==> config.mk <==
export PLATFORM = sky130hd
export DESIGN_NAME = immediate_extender_flat
export DESIGN_NICKNAME = d
export VERILOG_FILES = /design/src/rtl/immediate_extender_if.sv /design/src/rtl/immediate_extender.sv /design/src/flat_wrapper.sv
export SDC_FILE = /design/constraint.sdc
export NUM_CORES = 1
export LEC_CHECK = 0
export ABC_AREA = 0
export ABC_CLOCK_PERIOD_IN_PS = 910
export CORE_ASPECT_RATIO = 1.1
export CORE_MARGIN = 2
export CORE_UTILIZATION = 29
export CTS_CLUSTER_DIAMETER = 40
export CTS_CLUSTER_SIZE = 28
export DETAILED_ROUTE_END_ITERATION = 12
export MAX_ROUTING_LAYER = met4
export PLACE_DENSITY = 0.75
export SYNTH_ARGS = -nofsm -noshare
export SYNTH_HDL_FRONTEND = slang
export SYNTH_SLANG_ARGS = --single-unit
==> constraint.sdc <==
create_clock -name clk -period 0.91 [get_ports clk]
set_input_delay 0.182 -clock clk [delete_from_list [all_inputs] [get_ports clk]]
set_output_delay 0.182 -clock clk [all_outputs]
set_load 0.01 [all_outputs]
==> src/rtl/immediate_extender_if.sv <==
// Immediate extender bus: raw immediate in, extended value out.
// Master drives the instruction fields; slave is the extender.
interface immediate_extender_if #(
  parameter int IN_W  = 16,
  parameter int OUT_W = 32
);
  logic [IN_W-1:0]  in;
  logic             op;
  logic             load;
  logic             shift;
  logic [OUT_W-1:0] out;
  logic [OUT_W-1:0] out_q;
  logic             valid;

  modport master (
    output in, op, load, shift,
    input  out, out_q, valid
  );

  modport slave (
    input  in, op, load, shift,
    output out, out_q, valid
  );
endinterface

==> src/rtl/immediate_extender.sv <==
// Zero/sign extends the instruction immediate, with a registered copy.
// Optional IMMEXT_SHIFT_EN enables the word-aligned <<2 on shift=1.
module immediate_extender #(
  parameter int IN_W  = 16,
  parameter int OUT_W = 32
) (
  input  logic                  clk,
  input  logic                  rst_n,
  immediate_extender_if.slave   bus
);

  logic             fill;
  logic [OUT_W-1:0] ext;
  logic [OUT_W-1:0] res;

  assign fill = bus.op & bus.in[IN_W-1];
  assign ext  = {{(OUT_W-IN_W){fill}}, bus.in};

`ifdef IMMEXT_SHIFT_EN
  // Top two extended bits fall off; width stays OUT_W.
  assign res = bus.shift ? {ext[OUT_W-3:0], 2'b00} : ext;
`else
  logic unused_shift;
  assign unused_shift = bus.shift;
  assign res = ext;
`endif

  assign bus.out = res;

  logic [OUT_W-1:0] out_q;
  logic             valid;

  always_ff @(posedge clk or negedge rst_n) begin
    if (!rst_n) begin
      out_q <= '0;
      valid <= 1'b0;
    end else if (bus.load) begin
      out_q <= res;
      valid <= 1'b1;
    end
  end

  assign bus.out_q = out_q;
  assign bus.valid = valid;

endmodule

==> src/flat_wrapper.sv <==
// flat-port wrapper written by rule: the top's interface ports become plain ports
module immediate_extender_flat 
#(
  parameter int IN_W  = 16,
  parameter int OUT_W = 32
)
  (clk, rst_n, bus_in, bus_op, bus_load, bus_shift, bus_out, bus_out_q, bus_valid);
  immediate_extender_if #(.IN_W(IN_W), .OUT_W(OUT_W)) bus_i ();
  input  logic clk;
  input  logic rst_n;
  input wire logic [$bits(bus_i.in)-1:0] bus_in;
  input wire logic [$bits(bus_i.op)-1:0] bus_op;
  input wire logic [$bits(bus_i.load)-1:0] bus_load;
  input wire logic [$bits(bus_i.shift)-1:0] bus_shift;
  output wire logic [$bits(bus_i.out)-1:0] bus_out;
  output wire logic [$bits(bus_i.out_q)-1:0] bus_out_q;
  output wire logic [$bits(bus_i.valid)-1:0] bus_valid;
  assign bus_i.in = bus_in;
  assign bus_i.op = bus_op;
  assign bus_i.load = bus_load;
  assign bus_i.shift = bus_shift;
  assign bus_out = bus_i.out;
  assign bus_out_q = bus_i.out_q;
  assign bus_valid = bus_i.valid;
  immediate_extender #(.IN_W(IN_W), .OUT_W(OUT_W)) u_core (.clk(clk), .rst_n(rst_n), .bus(bus_i));
endmodule
# == Word-level counts from Yosys, hierarchy flattened ==
# Index checks and enable logic that the tools add are counted.
# classes
n_bitwise,1
# ops
operator,count
AND 1 bit,1
# word_totals
reg_bits,18
output_inout_bits,65
in_bits,21

# == Longest topological paths before layout ==
# depth
depth_word,1
mapped_depth,3

# == Worst setup path after synthesis ==
# No wires, ideal clock.
# synth_path
path_type,reg2out
from,"register, netlist name u_core.bus.out_q[16]"
to,output bus_out_q[17]
arrival_ns,0.786
path_stages_with_launch,2
slack_ns,-0.058
t_required_ns,0.728
n_path_buf,1
cell_sequence,dfrtp_1 -> buf_4
# synth_rtl
item,line,rtl
to (decl),flat_wrapper.sv:16,output wire logic [$bits(bus_i.out_q)-1:0] bus_out_q;
# No word-level cell between the ends.

# == Worst setup path after layout ==
# layout_path
from,"register, netlist name u_core.bus.out_q[16]"
to,output bus_out_q[17]
# No word-level cell between the ends.

==> impl_metrics.json <==
{
  "synthesis.area_um2": 1070,
  "num_vias": 781,
  "wire_per_inst_um": 13.3,
  "cp.required_ps": 730,
  "yosysSeqAreaShare_pct": 42.0,
  "cts_htree_levels": 1,
  "cts_hold_buf": 0,
  "ys_ff_latch": 18,
  "core_um2": 3600,
  "clk_pin_slew_ps": 70,
  "avgSynthCellArea_um2": 12.5,
  "cts_tree": "done",
  "portBuffers": 84,
  "end_kind": "output pin",
  "hold_violations": 0,
  "p_leak_nw": 0.857,
  "cp-start-kind": "flop",
  "worstSkewPairLatency_ps": 250,
  "crit_family": "flip-flops",
  "slew_headroom_pct": 91.0,
  "rsz0062_at_grt": "true",
  "cp_max_fo": 8,
  "cp_slowest_cell": "dfrtp_2",
  "fillCellCount": 371,
  "drt-vias-per-instance": 4.05,
  "grt_max_degree": 13,
  "initial_utilization_pct": 29.8,
  "grt_pass1_vias": 721,
  "violations": "negative setup slack",
  "synthCells": 86,
  "synth_nets": 107,
  "fin_nets": 165,
  "dp_cells": 175,
  "most-common-layout-cells": "buf_2 (53), dfrtp_1 (17), dlygate4sd2_1 (16)",
  "worstPathCellList": "buf_6 -> buf_4",
  "root_buffer": "clkbuf_8",
  "dpl.hpwl_mm": 1.84,
  "skew_ps": 0,
  "antenna_left": 0,
  "core.rowCount": 23,
  "cts.path.max_buffers": 2,
  "ir_worst_vdd_uv": 655,
  "tightest_slew_ps": 134,
  "final_common_cell": "buf_2",
  "slowest_delay_ps": 420,
  "max-cap-violations": 0,
  "setup_viol": 34,
  "fmax_ghz": 0.885,
  "antenna_found_initial": 0,
  "diodes": 0,
  "outcome": "finished, violations left",
  "grt_overflow": 0,
  "holdCritPathClass": "input pin to flop",
  "postLayoutSetupSlackWorst_ps": -219,
  "die-height_um": 67.8,
  "die_w_um": 62.0,
  "slew_violations": 0,
  "finalCriticalPeriod_ps": 1130,
  "grt_pass1_wl_mm": 3.56,
  "gp_congestion": 0.686,
  "path_buf_inv": 2,
  "crit_type": "flop to output pin",
  "drc_errors": 0,
  "final_cells": 193,
  "synth_cell_types": 8,
  "fp.dieArea_um2": 4200,
  "wirelength_mm": 2.57,
  "crit_arrival_ps": 950,
  "io_pins": 86,
  "drtIter0Drc": 8,
  "yosysWarningCount": 0,
  "grt_usage_pct": 12.2,
  "setup_tns_ps": -3990,
  "drtPass1Iterations": 2,
  "area_delta_synth_final_pct": 46.2,
  "drive_gt1_share_pct": 75.5,
  "fin_crit_sh_pct": 124,
  "cts_buffers": 3,
  "cellPowerDensity_nw_per_um2": 1470,
  "clock_sinks": 18
}
registers in the layout, indices dropped and copies added, names as in the netlist:
| name | flops |
|---|---|
| u_core.bus.out_q | 17 |
| u_core.bus.valid | 1 |
area by class of cell:
| class | count | area, µm² | area share [%] |
|---|---|---|---|
| repair buffers | 100 | 741 | 47.2 |
| flip-flops and latches | 18 | 452 | 28.8 |
| multi-input cells | 21 | 258 | 16.4 |
| well taps | 50 | 62.6 | 3.99 |
| clock buffers | 4 | 55.1 | 3.51 |
where the power goes:
group          internal, W  switching [W]  leakage (nW)
clock network     0.000384       0.000266        0.0288
logic             0.000432       0.000309         0.621
registers         0.000876      0.0000412         0.207
worst paths after layout:
path	depth (start not counted)	start	endpoint	slack [ps]
min reg2reg	1	u_core.bus.valid	u_core.bus.valid	470
max in group asynchronous	2	rst_n	u_core.bus.out_q[9]	500
max reg2reg	2	u_core.bus.out_q[16]	u_core.bus.out_q[16]	-10
max	2	u_core.bus.out_q[16]	bus_out_q[17]	-220
min	2	bus_in[15]	u_core.bus.out_q[15]	230
min in group asynchronous	2	rst_n	u_core.bus.out_q[11]	270
layer usage:
layer / track usage, % / vias up / routed length [µm]
li1: - / 345 / -
met1: 13.2 / 371 / 888
met2: 22.1 / 65 / 1320
met3: 2.87 / 0 / 370
met4: 2.66 / 0 / 0
met5: - / - / 0
worst register-to-register path: cells and delay by family, from the launching register on:
kind / cells / cell delay, ps
mux: 1 / 250
flops: 1 / 420
buf+inv: 1 / 140
synthesized netlist by cell type:
cell type	number	area, µm²
buf_12	1	20.0
mux2_2	8	90.1
or2_1	1	6.26
buf_4	47	353
buf_6	1	11.3
mux2_4	9	135
dfrtp_1	18	450
and2_1	1	6.26
logic make-up after synthesis:
logic type | synth area share [%]
buffers and inverters | 35.8
DFF | 42.0
muxes | 21.0
and+or+nand+nor | 1.17
stage by stage:
stage | instance area (µm²) | util [%] | power, W | setup slack [ps] | hold WS [ps]
CTS | 1530 | 42.5 | 0.00232 | -224 | 268
global route | 1570 | 43.6 | 0.00247 | -257 | 223
floorplan | 1070 | - | 0.00137 | 23.5 | -114
finish | 1570 | 43.6 | 0.00231 | -219 | 231
global placement | 1650 | 45.8 | 0.00173 | -801 | 449
detailed placement | 1650 | 45.8 | 0.00175 | -850 | 451
repair_timing:
| action | 4_1_cts | 5_1_grt |
|---|---|---|
| pin swaps | 2 | 1 |
| gates cloned | 3 | 0 |
| resized for setup | 292 | 9 |
| setup endpoints to repair | 82 | 49 |
| buffers inserted | 10 | 2 |
No activity file was read; power rests on OpenSTA's default activity.
